### src/rtl/instruction_fetch.sv
// instruction_fetch
//   Fetches one 16-bit instruction word per request from the instruction memory.
//   It holds the word in an instruction register and decodes the register
//   fields and the sign-extended immediate from that register.
//
// Build option
//   FETCH_TIMEOUT_EN : when defined, a fetch is abandoned after TIMEOUT mem_req
//                      cycles without mem_ack. The FSM then enters ERR and
//                      raises fetch_err. When undefined, REQ waits indefinitely
//                      and fetch_err is tied low.
//
// Ports
//   clk         : clock; all state changes on the rising edge
//   reset       : asynchronous, active-low reset
//   pc          : fetch address from the control stage (13 bits)
//   read_flag   : fetch request level from the control stage
//   mem_addr    : instruction memory word address (registered)
//   mem_req     : memory read request (registered)
//   mem_ack     : memory acknowledge; mem_rdata is valid in the same cycle
//   mem_rdata   : instruction word from memory
//   instr       : instruction register
//   opcode/rd/rs1/rs2 : instr[15:13] / [12:10] / [9:7] / [6:4]
//   imm         : instr[6:0] sign-extended to 16 bits
//   instr_valid : instr holds the word for the current request
//   fetch_busy  : high while a request is outstanding (state REQ)
//   fetch_err   : last fetch timed out
module instruction_fetch #(
  parameter int unsigned TIMEOUT = 16
) (
  input  logic        clk,
  input  logic        reset,
  input  logic [12:0] pc,
  input  logic        read_flag,
  output logic [12:0] mem_addr,
  output logic        mem_req,
  input  logic        mem_ack,
  input  logic [15:0] mem_rdata,
  output logic [15:0] instr,
  output logic [2:0]  opcode,
  output logic [2:0]  rd,
  output logic [2:0]  rs1,
  output logic [2:0]  rs2,
  output logic [15:0] imm,
  output logic        instr_valid,
  output logic        fetch_busy,
  output logic        fetch_err
);

  // A zero timeout would abandon every fetch before an ack could land.
  if (TIMEOUT < 1) begin : g_timeout_range
    $error("instruction_fetch: TIMEOUT must be at least 1");
  end

  typedef enum logic [2:0] {
    IDLE  = 3'd0,
    REQ   = 3'd1,
    DONE  = 3'd2,
    DRAIN = 3'd3,
    ERR   = 3'd4
  } state_t;

  state_t      state_r, state_s;
  logic [12:0] mem_addr_r, mem_addr_s;
  logic        mem_req_r, mem_req_s;
  logic [15:0] instr_r, instr_s;
  logic        instr_valid_r, instr_valid_s;

`ifdef FETCH_TIMEOUT_EN
  localparam int unsigned CNT_W = $clog2(TIMEOUT + 1);
  logic [CNT_W-1:0] tmo_cnt_r, tmo_cnt_s;
  logic             fetch_err_r, fetch_err_s;
`endif

  // Next-state and next-register-value logic for the fetch FSM
  always_comb begin
    state_s       = state_r;
    mem_addr_s    = mem_addr_r;
    mem_req_s     = mem_req_r;
    instr_s       = instr_r;
    instr_valid_s = instr_valid_r;
`ifdef FETCH_TIMEOUT_EN
    tmo_cnt_s     = tmo_cnt_r;
    fetch_err_s   = fetch_err_r;
`endif
    case (state_r)
      IDLE: begin
        if (read_flag) begin
          mem_addr_s    = pc;
          mem_req_s     = 1'b1;
          instr_valid_s = 1'b0;
          state_s       = REQ;
`ifdef FETCH_TIMEOUT_EN
          tmo_cnt_s     = CNT_W'(0);
          fetch_err_s   = 1'b0;
`endif
        end else begin
          state_s = IDLE;
        end
      end
      REQ: begin
        if (mem_ack) begin
          mem_req_s = 1'b0;
          if (read_flag) begin
            instr_s       = mem_rdata;
            instr_valid_s = 1'b1;
            state_s       = DONE;
          end else begin
            // Request withdrawn: the returning word is discarded.
            state_s = IDLE;
          end
        end
`ifdef FETCH_TIMEOUT_EN
        else if (tmo_cnt_r == CNT_W'(TIMEOUT - 1)) begin
          tmo_cnt_s     = CNT_W'(TIMEOUT);
          mem_req_s     = 1'b0;
          fetch_err_s   = 1'b1;
          instr_valid_s = 1'b0;
          state_s       = ERR;
        end else begin
          tmo_cnt_s = tmo_cnt_r + CNT_W'(1);
        end
`else
        else begin
          state_s = REQ;
        end
`endif
      end
      DONE: begin
        if (!read_flag) begin
          state_s = DRAIN;
        end else begin
          state_s = DONE;
        end
      end
      DRAIN: begin
        state_s = IDLE;
      end
      ERR: begin
        if (!read_flag) begin
          state_s = IDLE;
        end else begin
          state_s = ERR;
        end
      end
      default: begin
        state_s = IDLE;
      end
    endcase
  end

  // State and output registers with asynchronous active-low reset
  always_ff @(posedge clk or negedge reset) begin
    if (!reset) begin
      state_r       <= IDLE;
      mem_addr_r    <= 13'd0;
      mem_req_r     <= 1'b0;
      instr_r       <= 16'h0000;
      instr_valid_r <= 1'b0;
`ifdef FETCH_TIMEOUT_EN
      tmo_cnt_r     <= CNT_W'(0);
      fetch_err_r   <= 1'b0;
`endif
    end else begin
      state_r       <= state_s;
      mem_addr_r    <= mem_addr_s;
      mem_req_r     <= mem_req_s;
      instr_r       <= instr_s;
      instr_valid_r <= instr_valid_s;
`ifdef FETCH_TIMEOUT_EN
      tmo_cnt_r     <= tmo_cnt_s;
      fetch_err_r   <= fetch_err_s;
`endif
    end
  end

  assign mem_addr    = mem_addr_r;
  assign mem_req     = mem_req_r;
  assign instr       = instr_r;
  assign instr_valid = instr_valid_r;
  assign fetch_busy  = (state_r == REQ);
`ifdef FETCH_TIMEOUT_EN
  assign fetch_err   = fetch_err_r;
`else
  assign fetch_err   = 1'b0;
`endif

  assign opcode = instr_r[15:13];
  assign rd     = instr_r[12:10];
  assign rs1    = instr_r[9:7];
  assign rs2    = instr_r[6:4];
  assign imm    = {{9{instr_r[6]}}, instr_r[6:0]};

endmodule

### config.mk
export PLATFORM = sky130hd
export DESIGN_NAME = instruction_fetch
export DESIGN_NICKNAME = d
export VERILOG_FILES = /design/src/rtl/instruction_fetch.sv
export SDC_FILE = /design/constraint.sdc
export NUM_CORES = 1
export LEC_CHECK = 0
export CORE_MARGIN = 2
export CORE_UTILIZATION = 40
export CTS_BUF_LIST = sky130_fd_sc_hd__clkbuf_16
export CTS_CLUSTER_DIAMETER = 200
export DETAILED_ROUTE_END_ITERATION = 12
export GPL_TIMING_DRIVEN = 0
export PLACE_DENSITY = 0.9
export SLEW_MARGIN = 10
export SYNTH_ARGS = -nofsm -noshare
export SYNTH_HDL_FRONTEND = slang
export SYNTH_SLANG_ARGS = --single-unit
### constraint.sdc
create_clock -name clk -period 2.3 [get_ports clk]
set_input_delay 0.575 -clock clk [delete_from_list [all_inputs] [get_ports clk]]
set_output_delay 0.575 -clock clk [all_outputs]
set_load 0.05 [all_outputs]
Yosys cells after proc, flatten, opt, wreduce, memory -nomap -nowiden
Cells that the tools add are included.
{"block": "totals", "ff_bits": 34, "input_bits": 33, "out_inout_bits": 61, "elab_cells": 29}
{"block": "classes", "eq_ne": 6, "muxes": 12, "n_reduce_logical": 6}
{"op": "$pmux W3 S4", "n": 1}
{"op": "$mux W1", "n": 6}
{"op": "$mux W3", "n": 2}
{"op": "$ne A2 B2 Y1 const B", "n": 3}
{"op": "$reduce_and A3 Y1", "n": 2}
{"op": "$pmux W1 S2", "n": 2}
{"op": "$reduce_and A4 Y1", "n": 1}
{"op": "$eq A3 B1 Y1 const B", "n": 1}
{"op": "$eq A3 B2 Y1 const B", "n": 1}
{"op": "$eq A3 B3 Y1 const B", "n": 1}
{"op": "$logic_not A3 Y1", "n": 1}
{"op": "$mux W2", "n": 1}
{"op": "$reduce_and A2 Y1", "n": 1}
{"op": "$reduce_bool A2 Y1", "n": 1}

Longest topological paths before layout
Gate-level depths: netlist of run 1.
{"block": "logic_depth", "ltp_word": 3, "ltp_mapped": 4, "depth_no_buf": 3}

Worst setup path after synthesis of run 1
No wires, ideal clock.
{"block": "synth_path", "kind": "register to output", "startpoint": "reg instr_r[6] (netlist: instr[6])", "endpoint": "out imm[10]", "t_arrival_ns": 1.084, "required_time_ns": 1.725, "setup_slack_ns": 0.641, "path_stages_with_launch": 2, "path_buffers": 1, "cell_sequence": "dfrtp_1 > buf_4"}
{"element": "start, declared", "line": "65", "rtl": "logic [15:0] instr_r, instr_s;"}
{"element": "start signal, assigned", "line": "167", "rtl": "instr_r <= instr_s;"}
{"element": "end, declared", "line": "43", "rtl": "output logic [15:0] imm,"}
No word-level cell between the ends.

Worst setup path in the final report of run 1
{"block": "layout_path", "startpoint": "reg state_r[2]", "endpoint": "out fetch_busy"}
{"block": "layout_via", "elab_chain_len": 1}
{"element": "start, declared", "line": "62", "rtl": "state_t state_r, state_s;"}
{"element": "start signal, assigned", "line": "164", "rtl": "state_r <= state_s;"}
{"element": "$eq A3 B1 Y1", "line": "180", "rtl": "assign fetch_busy = (state_r == REQ);"}
{"element": "end, declared", "line": "45", "rtl": "output logic fetch_busy,"}
No other way between the ends.

==> results of run 1 <==
## stage by stage
stage	setup TNS, ns	hold slack (ns)	util
floorplan	0	0.279	-
global placement	-1.86	0.479	0.687
detailed placement	-0.169	0.497	0.686
CTS	0	0.399	0.719
global route	0	0.453	0.719
finish	0	0.366	0.719
## what timing repair did
action | 4_1_cts | 5_1_grt
endpoints found under the hold margin | 0 | 0
gates resized for setup | 12 | 1
endpoints found under the setup margin | 12 | 1
## state kept, by name (all words and copies together), names as in the netlist
register / cells
mem_req: 1
instr_valid: 1
state_r: 3
mem_addr: 13
instr: 16
## cells in the mapped netlist
master,number
a211o_1,1
a21oi_1,2
a31oi_1,1
and2_1,1
buf_2,1
buf_4,29
buf_6,2
conb_1,1
dfrtp_1,34
mux2_2,20
mux2_4,9
nand2_1,3
nand2b_1,1
nand4_4,1
nor2_1,2
nor2_4,1
nor3_1,1
nor4b_4,1
o21ai_0,1
o2bb2ai_1,1
## logic make-up after synthesis
logic type	count (synthesis)	synth area share
DFF	34	0.535
buffers and inverters	32	0.154
muxes	29	0.226
and+or+nand+nor	11	0.0582
AOI/OAI and AO/OA	6	0.0244
other	1	0.00236
## how the worst min path moves through the flow
| stage | end | slack (ns) | cells after the start |
|---|---|---|---|
| 3_5_place_dp | mem_addr[4] | 0.50 | 1 |
| 6_report | mem_addr[12] | 0.37 | 1 |
| 5_1_grt | mem_addr[1] | 0.45 | 1 |
| 3_3_place_gp | instr_valid | 0.48 | 2 |
| 2_1_floorplan | instr[0] | 0.28 | 0 |
| 4_1_cts | mem_addr[1] | 0.40 | 1 |
## worst reg2reg max path, cell delays in order, from the launching register on
cell	delay [ns]
dfrtp_1	0.47
nor4b_4	0.48
buf_6	0.21
mux2_2	0.34
## layer usage
layer | up-vias | track usage
met5 | - | 0
met4 | 0 | 0.0765
met3 | 4 | 0.0743
met2 | 68 | 0.267
met1 | 535 | 0.191
li1 | 553 | -
## layout make-up
type                       count  area [um2]  area share
timing repair buffer          92         903       0.336
sequential                    34         851       0.316
multi-input combinational     47         495       0.184
buffer                        32         245      0.0911
clock buffer                   5         125      0.0465
tap                           48        60.1      0.0223
clock inverter                 3        12.5     0.00465
==> summary.md, run 1 <==
| Metric | Value |
|---|---|
| Worst R2R Start | `state_r[2]` |
| Residual DRC | `0` |
| GRT Util Overall | `0.167` |
| Post-route design area | `0.00269 mm2` |
| CP startpoint kind | `flop` |
| Setup violators final | `0` |
| Max stage delay on crit path | `0.52 ns` |
| Crit. Startpoint | `state_r[2]` |
| Highest routed metal layer | `met4` |
| Post-Synthesis Net Count | `146` |
| Clock Pin Slew Worst Setup and Hold Paths | `0.05 ns` |
| Hold_buf cts | `0` |
| RSZ-0062 raised after global routing | `false` |
| Share of cells above drive strength 1 | `0.333` |
| Vias in the first global route | `1,174` |
| Htree depth | `2` |
| Layout Cells excl Fill | `261` |
| Mapped Area | `0.00159 mm2` |
| Flops & latches, synth | `34` |
| Row cnt | `22` |
| Clk_lat worst skew | `0.27 ns` |
| Avg Inst Size Synth | `14.1 um2` |
| Number of different library cells in the post-synthesis netlist | `20` |
| TritonCTS buffer count | `5` |
| Hold Crit Class | `in2async` |
| Worst-Margin Slew | `0.743 ns` |
| DR vias | `1,160` |
| Slew headroom | `0.504` |
| Crit Path Category | `reg2out` |
| Grt total ovfl | `0` |
| Clock Skews | `0.00684 ns` |
| TritonCTS clock tree | `built` |
| Worst setup EP type | `output pin` |
| Die Wd | `67.1 um` |
| N_diodes | `0` |
| Final period utilization | `0.957` |
| Status | `finished clean` |
| Number of post-CTS setup repair buffers | `0` |
| Vias/cell | `4.44` |
| Synth area leader | `dfrtp_1` |
| Synth top area cells | `dfrtp_1, mux2_2, buf_4` |
| Seq/Total Area, Yosys | `0.535` |
| Most frequent cells in the layout | `clkdlybuf4s50_1, dfrtp_1, buf_4` |
| Synth Warn # | `0` |
| Die footprint | `0.00450 mm2` |
| CP delay by family, top | `buffers and inverters` |
| Fmax | `454 MHz` |
| Largest net degree at the start of global routing | `35` |
| Total core area | `0.00374 mm2` |
| Clk root buf | `clkbuf_16` |
| First-pass detailed-route iteration total | `4` |
| Post-DP HPWL | `2580 um` |
| Initial DRC count | `20` |
| Top Ports | `94` |
| Most common cell after layout, fill and taps aside | `clkdlybuf4s50_1` |
| Setup WS pre-CTS | `-0.0274 ns` |
| Worst path required time | `1.73 ns` |
| Area delta synth->final | `69.2%` |
| Placer congestion estimate | `0.642` |
| Final Hold Viols | `0` |
| PortBufs | `92` |
| Minimum clock period | `2.20 ns` |
| Max-Cap Viols | `0` |
| Reg2reg end | `mem_addr[1]` |
| Initial antenna violation count | `0` |
| Top cell type's share of synthesized area | `0.535` |
| Wl on met1 | `1340 um` |
| Chip height | `67.1 um` |
| Slowest CP cell | `dlygate4sd2_1` |
| DRT antenna net count | `0` |
| Met2 wire len | `1580 um` |
| Final worst slack | `0.0984 ns` |
| FILL cells | `269` |
| WP data arrival | `1.63 ns` |
| CP Max Fanout | `5` |
| Clock Path Buffers | `2` |
| Placed Area | `0.00257 mm2` |
| Slew Limit Fails | `0` |
| Sink Count | `34` |
| # nets final | `245` |
| Global-route wire length before repair | `5450 um` |
| Routed wl met3 | `397 um` |
| Synthesized instance count | `113` |
| Final wirelength | `3350 um` |
| Crit path cell chain | `nor2_4, and2_1, dlygate4sd2_1` |
| Worst setup path end | `fetch_busy` |
| R2R Setup Slk | `0.68 ns` |
| WL per Instance | `12.8 um` |
| Starting Density | `0.425` |
| Worst path bufs/invs | `1` |
| Cell count after placement | `253` |
| Reg2reg path depth | `3` |
| Crit path depth | `3` |
Power of run 1 is left out: the tool's default activity adds up to more than one toggle a clock period on the data nets, which glitch-free logic cannot reach.
==> inputs of run 2 (changes only) <==
--- a/config.mk
+++ b/config.mk
@@ -11,6 +11,7 @@
 export CTS_CLUSTER_DIAMETER = 200
 export DETAILED_ROUTE_END_ITERATION = 12
 export GPL_TIMING_DRIVEN = 0
+export MAX_ROUTING_LAYER = met4
 export PLACE_DENSITY = 0.9
 export SLEW_MARGIN = 10
 export SYNTH_ARGS = -nofsm -noshare
==> run 2 against run 1 <==
Compared with the run above:
- largest cell class unchanged
- first-iteration DRC count is 10% higher
- non-clock buffer count unchanged
- global-route usage is 0.59 points higher
- final cell count did not move
- hold slack got worse by 0.0016 ns
- sequential share of layout area unchanged
- register-to-register slack worse by 0.02 ns
- clock skew hardly changed
- utilization did not move
- highest routed layer unchanged
- critical path depth unchanged
- worst setup slack worse by 0.00051 ns
==> summary.md, run 2 (synthesis gave the netlist of run 1 again) <==
| Metric | Value |
|---|---|
| TritonCTS clock tree | `built` |
| N_diodes | `0` |
| Slowest CP cell | `dlygate4sd2_1` |
| Most frequent cells in the layout | `clkdlybuf4s50_1, dfrtp_1, buf_4` |
| Slew headroom | `0.506` |
| Setup violators final | `0` |
| Clock Skews | `0.00686 ns` |
| Most common cell after layout, fill and taps aside | `clkdlybuf4s50_1` |
| Worst path required time | `1.73 ns` |
| Top Ports | `94` |
| Area delta synth->final | `69.2%` |
| Reg2reg path depth | `3` |
| Fmax | `454 MHz` |
| Slew Limit Fails | `0` |
| Clk root buf | `clkbuf_16` |
| Seq. cell area | `851 um2` |
| Final period utilization | `0.957` |
| Final setup TNS | `0 ns` |
| R2R Setup Slk | `0.66 ns` |
| TritonCTS buffer count | `5` |
| Max stage delay on crit path | `0.52 ns` |
| Global-route wire length before repair | `5460 um` |
| # nets final | `245` |
| DRT antenna net count | `0` |
| Initial DRC count | `22` |
| Post-Route Utilization | `0.719` |
| Residual DRC | `0` |
| Reg2reg end | `mem_addr[1]` |
| Worst-Margin Slew | `0.741 ns` |
| Die footprint | `0.00450 mm2` |
| Share of cells above drive strength 1 | `0.333` |
| Worst R2R Start | `state_r[2]` |
| Minimum clock period | `2.20 ns` |
| Max-Cap Viols | `0` |
| Final Hold Viols | `0` |
| Row cnt | `22` |
| Clk_lat worst skew | `0.27 ns` |
| CP Max Fanout | `5` |
| Post-DP HPWL | `2580 um` |
| FILL cells | `269` |
| PortBufs | `92` |
| Grt total ovfl | `0` |
| Hold Crit Class | `in2async` |
| Chip height | `67.1 um` |
| Initial antenna violation count | `0` |
| WL per Instance | `12.9 um` |
| DR vias | `1,161` |
| Crit path cell chain | `nor2_4, and2_1, dlygate4sd2_1` |
| Htree depth | `2` |
| Vias/cell | `4.45` |
| RSZ-0062 raised after global routing | `false` |
| Placer congestion estimate | `0.647` |
| Final wirelength | `3360 um` |
| WP data arrival | `1.63 ns` |
| Starting Density | `0.425` |
| Total core area | `0.00374 mm2` |
| Largest register FFs | `16` |
| First-pass detailed-route iteration total | `4` |
| Die Wd | `67.1 um` |
| Status | `finished clean` |
| CP startpoint kind | `flop` |
| Crit Path Category | `reg2out` |
| Area occupied by multi-input gates | `495 um2` |
| Vias in the first global route | `1,174` |
| Clock Path Buffers | `2` |
| Sink Count | `34` |
| Largest net degree at the start of global routing | `35` |
| Number of post-CTS setup repair buffers | `0` |
| Worst setup EP type | `output pin` |
| GRT Util Overall | `0.173` |
| Clock Pin Slew Worst Setup and Hold Paths | `0.05 ns` |
-- run 2: cell counts in the layout (fill, tap and decap cells not counted) --
Identical to the previous run, type by type.
-- run 2: worst max-delay path, delay by kind of cell (launching register included) --
kind | cells | cell delay, ns
and+or+nand+nor | 2 | 0.37
buffers and inverters | 1 | 0.52
DFF | 1 | 0.47
-- run 2: worst max path at each step --
stage                        endpoint       start  cells after the start  slack (ns)
after floorplan               imm[10]    instr[6]                      1        0.64
after global placement       instr[5]       reset                      1       -0.06
after detailed placement  mem_addr[1]   read_flag                      4       -0.03
after CTS                      imm[6]    instr[6]                      1        0.02
after global routing       fetch_busy  state_r[2]                      3        0.03
final                      fetch_busy  state_r[2]                      3         0.1
-- run 2: area by class of cell --
cell class,count,area share
multi-input cells,47,0.184
well taps,48,0.0223
clock buffers,5,0.0465
flip-flops and latches,34,0.316
clock inverters,3,0.00465
plain buffers,32,0.0911
repair buffers,92,0.336
-- run 2: stage by stage --
stage          area (um2)  worst slack (ns)  hold slack [ns]  instances
2_1_floorplan        1590             0.641            0.279        113
3_3_place_gp         2570           -0.0559            0.479        253
3_5_place_dp         2570           -0.0274            0.497        253
4_1_cts              2690            0.0213            0.399        261
5_1_grt              2690            0.0314            0.451        261
6_report             2690            0.0979            0.365        261
-- run 2: metal layers --
metal	wire length, um	global-route usage	up-vias	share of wire
met2	1570	0.267	69	0.47
met4	48	0.0765	0	0.014
met3	336	0.0659	5	0.10
met5	0	-	-	0
li1	-	-	552	-
met1	1410	0.200	535	0.42
-- run 2: timing repair --
action	CTS	global route
pin swaps	0	0
endpoints found under the setup margin	12	1
hold buffers	0	0
resized for setup	12	1
Power of run 2 is left out for the same reason.
==> inputs of run 3 (changes only) <==
--- a/config.mk
+++ b/config.mk
@@ -5,7 +5,7 @@
 export SDC_FILE = /design/constraint.sdc
 export NUM_CORES = 1
 export LEC_CHECK = 0
-export CORE_MARGIN = 2
+export CORE_MARGIN = 3
 export CORE_UTILIZATION = 40
 export CTS_BUF_LIST = sky130_fd_sc_hd__clkbuf_16
 export CTS_CLUSTER_DIAMETER = 200
@@ -13,6 +13,7 @@
 export GPL_TIMING_DRIVEN = 0
 export MAX_ROUTING_LAYER = met4
 export PLACE_DENSITY = 0.9
+export SETUP_SLACK_MARGIN = 0.15
 export SLEW_MARGIN = 10
 export SYNTH_ARGS = -nofsm -noshare
 export SYNTH_HDL_FRONTEND = slang
==> run 3 against run 2 <==
Compared with the run above:
- clock skew barely moved
- critical path depth fell by 1
- maximum frequency rose by 4.2%
- flip-flop and latch count did not move
- final cell count fell by 0.77%
- hold slack improved by 0.0040 ns
- largest cell class unchanged
- worst setup slack improved by 0.090 ns
==> summary.md, run 3 (synthesis gave the netlist of run 1 again) <==
| Metric | Value |
|---|---|
| Clock Path Buffers | `2` |
| Share of cells above drive strength 1 | `0.336` |
| WP data arrival | `1.54 ns` |
| Placer congestion estimate | `0.718` |
| Setup violators final | `0` |
| GRT Util Overall | `0.160` |
| CP startpoint kind | `flop` |
| R2R Setup Slk | `0.68 ns` |
| Minimum clock period | `2.11 ns` |
| Htree depth | `2` |
| Max-Cap Viols | `0` |
| Starting Density | `0.425` |
| Total core area | `0.00374 mm2` |
| Layout Cells excl Fill | `259` |
| Slew headroom | `0.504` |
| Row cnt | `22` |
| Initial DRC count | `13` |
| Hold Crit Class | `in2async` |
| Slew Limit Fails | `0` |
| Top Ports | `94` |
| Final Hold Viols | `0` |
| Initial antenna violation count | `0` |
| CP Max Fanout | `3` |
| Clock Skews | `0.00636 ns` |
| Clk root buf | `clkbuf_16` |
| Chip height | `69.1 um` |
| Global-route wire length before repair | `5890 um` |
| Area occupied by multi-input gates | `495 um2` |
| Crit Path Category | `reg2out` |
| Clk_lat worst skew | `0.27 ns` |
| # nets final | `245` |
| Die Wd | `69.1 um` |
| Vias/cell | `4.51` |
| Worst-Margin Slew | `0.745 ns` |
| FILL cells | `273` |
| Clock Pin Slew Worst Setup and Hold Paths | `0.05 ns` |
| Area delta synth->final | `69.7%` |
| Final wirelength | `3580 um` |
| Worst setup EP type | `output pin` |
| TritonCTS clock tree | `built` |
| Most common cell after layout, fill and taps aside | `clkdlybuf4s50_1` |
| Most frequent cells in the layout | `clkdlybuf4s50_1, dfrtp_1, buf_4` |
| Final period utilization | `0.918` |
| DR vias | `1,167` |
| Grt total ovfl | `0` |
| Sink Count | `34` |
| N_diodes | `0` |
| Seq. cell area | `851 um2` |
| RSZ-0062 raised after global routing | `false` |
| Largest register FFs | `16` |
| Residual DRC | `0` |
| TritonCTS buffer count | `5` |
| Worst path required time | `1.73 ns` |
| PortBufs | `92` |
| Status | `finished clean` |
| Fmax | `473 MHz` |
| Vias in the first global route | `1,237` |
| First-pass detailed-route iteration total | `4` |
| Post-DP HPWL | `2750 um` |
| Cell count after placement | `253` |
| Largest net degree at the start of global routing | `35` |
| WL per Instance | `13.8 um` |
| Die footprint | `0.00477 mm2` |
| DRT antenna net count | `0` |
## run 3: metal layers
metal / vias up / track usage / part of all wire
met5: - / - / 0
met4: 0 / 0.0586 / 0.010
met3: 4 / 0.0671 / 0.097
met2: 75 / 0.242 / 0.47
met1: 541 / 0.192 / 0.43
li1: 547 / - / -
## run 3: final cells by class
class                      instances  area share
buffer                            32      0.0908
clock buffer                       5      0.0463
clock inverter                     1     0.00139
multi-input combinational         47       0.183
sequential                        34       0.315
tap                               48      0.0222
timing repair buffer              92       0.341
## run 3: worst max-delay path, cell delays in order, from the launching register on
cell	delay, ns
dfrtp_1	0.37
buf_4	0.12
clkdlybuf4s50_1	0.78
## run 3: path summary, 6_finish.rpt
kind / start / endpoint / depth (start not counted)
min in group clk: instr_valid / instr_valid / 2
hold reg to reg: instr_valid / instr_valid / 2
hold / removal: reset / mem_addr[10] / 1
setup reg to reg: state_r[1] / mem_addr[5] / 3
setup / recovery: instr[2] / instr[2] / 2
max in group asynchronous: reset / instr[4] / 1
## run 3: timing repair
action                                 4_1_cts  5_1_grt
hold buffers                                 0        0
resized for setup                           17       19
setup buffers                                0        0
endpoints found under the hold margin        0        0
setup endpoints to repair                   17       18
## run 3: metrics by stage
| step | setup TNS, ns | utilization | instance area [um2] | hold WS, ns | worst slack, ns |
|---|---|---|---|---|---|
| global placement | -1.79 | 0.687 | 2570 | 0.479 | -0.0508 |
| global route | 0 | 0.722 | 2700 | 0.413 | 0.144 |
| CTS | 0 | 0.715 | 2680 | 0.395 | 0.0882 |
| finish | 0 | 0.722 | 2700 | 0.369 | 0.187 |
| floorplan | 0 | - | 1590 | 0.279 | 0.641 |
| detailed placement | -0.256 | 0.686 | 2570 | 0.489 | -0.0376 |
Power of run 3 is left out for the same reason.
